File: src/rtl/output_port_tx.sv
// Output port of the basic computer: latches AC[7:0] into OUTR on OUT and
// shifts it out as an 8N1 frame, holding FGO low until the stop bit ends.
module output_port_tx #(
   parameter int CLKS_PER_BIT = 16
) (
   input  logic        clk,
   input  logic        rst_n,
   input  logic        load,
   input  logic [15:0] in_data,
   output logic [7:0]  out_data,
   output logic        fgo,
   output logic        tx,
   output logic        overrun
);

   localparam int CW = (CLKS_PER_BIT > 1) ? $clog2(CLKS_PER_BIT) : 1;
   localparam logic [CW-1:0] LAST = CW'(CLKS_PER_BIT - 1);

   if (CLKS_PER_BIT < 2 || CLKS_PER_BIT > 65535) begin : g_bad_param
      $error("output_port_tx: CLKS_PER_BIT out of range");
   end

   typedef enum logic [1:0] {IDLE, START, DATA, STOP} state_t;

   state_t          state, state_nxt;
   logic [CW-1:0]   cnt, cnt_nxt;
   logic [2:0]      idx, idx_nxt;
   logic [7:0]      out_nxt;
   logic            tx_nxt, fgo_nxt, ovr_nxt;
   logic            bit_end;

   // Only the low byte of the accumulator bus reaches the port.
   logic unused_hi;
   assign unused_hi = ^in_data[15:8];

   assign bit_end = (cnt == LAST);

   always_comb begin
      state_nxt = state;
      cnt_nxt   = cnt;
      idx_nxt   = idx;
      out_nxt   = out_data;
      ovr_nxt   = load & ~fgo;
      case (state)
         IDLE: begin
            if (load) begin
               out_nxt   = in_data[7:0];
               cnt_nxt   = '0;
               idx_nxt   = '0;
               state_nxt = START;
            end
         end
         START: begin
            if (bit_end) begin
               cnt_nxt   = '0;
               state_nxt = DATA;
            end else begin
               cnt_nxt = cnt + 1'b1;
            end
         end
         DATA: begin
            if (bit_end) begin
               cnt_nxt = '0;
               idx_nxt = idx + 3'd1;
               if (idx == 3'd7) state_nxt = STOP;
            end else begin
               cnt_nxt = cnt + 1'b1;
            end
         end
         STOP: begin
            if (bit_end) begin
               cnt_nxt   = '0;
               state_nxt = IDLE;
            end else begin
               cnt_nxt = cnt + 1'b1;
            end
         end
         default: state_nxt = IDLE;
      endcase

      // tx/fgo are registered from the next state so the line and flag
      // change on the same edge as the state itself.
      fgo_nxt = (state_nxt == IDLE);
      case (state_nxt)
         START:   tx_nxt = 1'b0;
         DATA:    tx_nxt = out_nxt[idx_nxt];
         default: tx_nxt = 1'b1;
      endcase
   end

   always_ff @(posedge clk or negedge rst_n) begin
      if (!rst_n) begin
         state    <= IDLE;
         cnt      <= '0;
         idx      <= '0;
         out_data <= 8'h00;
         fgo      <= 1'b1;
         tx       <= 1'b1;
         overrun  <= 1'b0;
      end else begin
         state    <= state_nxt;
         cnt      <= cnt_nxt;
         idx      <= idx_nxt;
         out_data <= out_nxt;
         fgo      <= fgo_nxt;
         tx       <= tx_nxt;
         overrun  <= ovr_nxt;
      end
   end

endmodule

File: config.mk
export PLATFORM = sky130hd
export DESIGN_NAME = output_port_tx
export DESIGN_NICKNAME = d
export VERILOG_FILES = /design/src/rtl/output_port_tx.sv
export SDC_FILE = /design/constraint.sdc
export NUM_CORES = 1
export LEC_CHECK = 0
export BUFFER_PORTS_ARGS = -buffer_cell sky130_fd_sc_hd__clkbuf_2
export CORE_UTILIZATION = 55
export CTS_BUF_LIST = sky130_fd_sc_hd__clkbuf_8
export DETAILED_ROUTE_END_ITERATION = 10
export PLACE_DENSITY = 0.9
export SLEW_MARGIN = 30
export SYNTH_ARGS = -nofsm -noshare
export SYNTH_HDL_FRONTEND = slang
export SYNTH_SLANG_ARGS = --single-unit
File: constraint.sdc
create_clock -name clk -period 3.84 [get_ports clk]
set_clock_uncertainty 0.15 [all_clocks]
set_input_delay 0.192 -clock clk [delete_from_list [all_inputs] [get_ports clk]]
set_output_delay 0.192 -clock clk [all_outputs]
set_load 0.01 [all_outputs]
==> results.yml <==
run_status:
  status: "finished clean"
logic_synthesis:
  ys_top_cells_by_count: "dfrtp_1 (18), nand2_1 (11), nor2_1 (10)"
  synth_cell_types: 44
  synth_warnings: 0
  netlist_top_cells_area: "dfrtp_1 (37%), mux2_2 (5.6%), dfstp_2 (4.3%), nand2_1 (3.4%), ha_1 (3.1%)"
  syn-cell-area_um2: 1210
  syn_inst: 122
  synth-seq-cells: 20
  synth_edf_count: 0
  syn_area_per_cell_um2: 9.95
  ys_seq_area_share_pct: 41.4
  synthArstFlopShare_pct: 100
  synth_flop_cell: "dfrtp_1"
  syn_nets: 144
  yosysMostFrequentCell: "dfrtp_1"
  synth_top_cell_area_share_pct: 37.1
  yosys.area.top_type: "dfrtp_1"
sta:
  worst_slack_ps: 1420
  timing.hold.ws_ps: 4.55
  fmaxAchievable_ghz: 0.414
  tns_ps: 0
  report.final.slew_viol_count: 0
  slew_headroom_pct: 61.4
  setup_viol: 0
  worstMarginPinSlew_ps: 579
  period_share_pct: 63.0
  min_period_ps: 2420
  rsz0062_at_grt: "false"
  finalHoldViolCount: 0
critical_path:
  worstReg2RegStart: "state[0]"
  crit_slowest_cell: "or3b_1"
  endpoint_kind: "flop"
  cp_cell_sequence: "or3b_1, mux2_4, nor3_1, or3_1, a32oi_1"
  arrival_ps: 2450
  crit_buf_inv: 0
  worstSetupPathType: "reg2reg"
  max_stage_delay_ps: 720
  worstPathRequired_ps: 3870
  rrSetupSlack_ps: 1420
  crit_path_start_kind: "flop"
  crit_fanout: 18
  worst-r2r-cell-count: 5
  crit_family: "simple AND/OR/NAND/NOR gates"
  timing.rr.end: "tx"
clock_tree:
  hold_buffers: 1
  ctsLongestPathBuffers: 2
  cts_tree: "done"
  clk_latency_ps: 260
  clock_tree.root_cell: "clkbuf_8"
  cts_buffers: 3
  post-cts-setup-buffers: 0
  htree_levels: 1
  cts_resized: 0
  path_clk_slew_ps: 80
  clock_sink_count: 20
pwr:
  p_leak_nw: 0.600
  peakVddDrop_mv: 0.431
  fin_total_pwr_mw: 1.02
  p_per_area_nw_per_um2: 767
layout:
  final_cell_count_no_fill: 165
  final_nets: 161
  drive_gt1_share_pct: 27.5
  final_area_um2: 1340
  area_delta_synth_final_pct: 10.0
  final_core_util_pct: 66.0
  antenna_cells: 0
grt:
  grt_max_degree: 21
  grt_pass1_wl_um: 4510
  first_global_vias: 984
  grt_use_total_pct: 24.3
  grt_overflow: 0
  antenna_found_initial: 0
routing:
  ant_nets: 0
  vias_per_cell: 6.44
  dr.pass1.iters: 4
  vias: 1063
  wl_per_cell_um: 15.6
  first_iter_violations: 64
  drcViolationCount: 0
  wirelength_um: 2570
hold_path:
  hold-path-endpoint: "out_data[6]"
  holdCritPathClass: "in2reg"
  min_delay_path_depth: 2
  hold_path.startpoint: "in_data[6]"
floorplan:
  row_count: 16
  die_h_um: 49.0
  dieWidth_um: 49.0
  coreArea_um2: 2020
  start_util_pct: 60.0
  die-area_um2: 2400
  num_io_pins: 30
run:
  maxCapViolCount: 0
placement:
  place.gp.congestion: 0.880
  dpl_worst_slack_ps: 1440
  dpl.hpwl_um: 1750
  placed_cell_area_um2: 1280
  placed_cells: 160
  io_buffers: 21
## metal layers
metal | global-route usage, % | routed length [µm] | vias to the layer above
li1 | - | - | 488
met1 | 31.8 | 1080 | 494
met2 | 38.7 | 1190 | 70
met3 | 4.67 | 223 | 11
met4 | 11.3 | 76 | 0
met5 | 0 | 0 | -
## placed cells by master (no fill, tap or decap), types with 2 or more instances in the layout
cell and count:
inv_1 4, o22ai_1 3, ha_1 3, clkbuf_2 21, nand2b_1 3, nand2_1 11, nor2b_1 4, dfrtp_1 18
and4_1 3, dfstp_2 2, a21oi_1 3, o211ai_2 2, nor3_1 4, clkbuf_8 3, a31oi_1 2, nand3_1 5
nor2_1 10, mux2_2 6, o21ai_0 6, nand4_1 2
## logic make-up after synthesis
group,share of synthesized area (%)
flip-flops,41.4
adder cells (fa/ha/maj),3.09
AO/OA/AOI/OAI,19.2
multiplexers,7.63
XOR/XNOR,0.722
AND/OR/NAND/NOR,21.0
buffers and inverters,6.91
## registers in the layout, summed over array words and instances, names as in the netlist
name,flops
tx,1
cnt,4
idx,3
overrun,1
state,2
out_data,8
fgo,1
## worst register-to-register path, delay by kind of cell (launching register included)
family / cells / cell delay (ps)
muxes: 1 / 300
DFF: 1 / 590
and+or+nand+nor: 3 / 1120
AOI/OAI and AO/OA: 1 / 180
## worst max-delay path by stage
stage             start  end  slack, ps  cells past startpoint
2_1_floorplan  state[0]   tx       1910                      7
3_3_place_gp   state[0]   tx       1490                      5
3_5_place_dp   state[0]   tx       1440                      5
4_1_cts        state[0]   tx       1420                      5
5_1_grt        state[0]   tx       1340                      5
6_report       state[0]   tx       1420                      5
## report_power, final
part           switching, mW  internal [mW]  total (mW)
clock network         0.0712         0.0713       0.142
logic                  0.215          0.210       0.425
registers              0.146          0.310       0.456
total                  0.432          0.591        1.02
## final cells by class
cell class	instances	area, µm²
fillers	165	687
multi-input cells	89	627
flip-flops and latches	20	503
repair buffers	22	115
clock buffers	3	41.3
well taps	27	33.8
inverters	3	11.3
clock inverters	1	3.75
(Power assumes the default switching activity.)
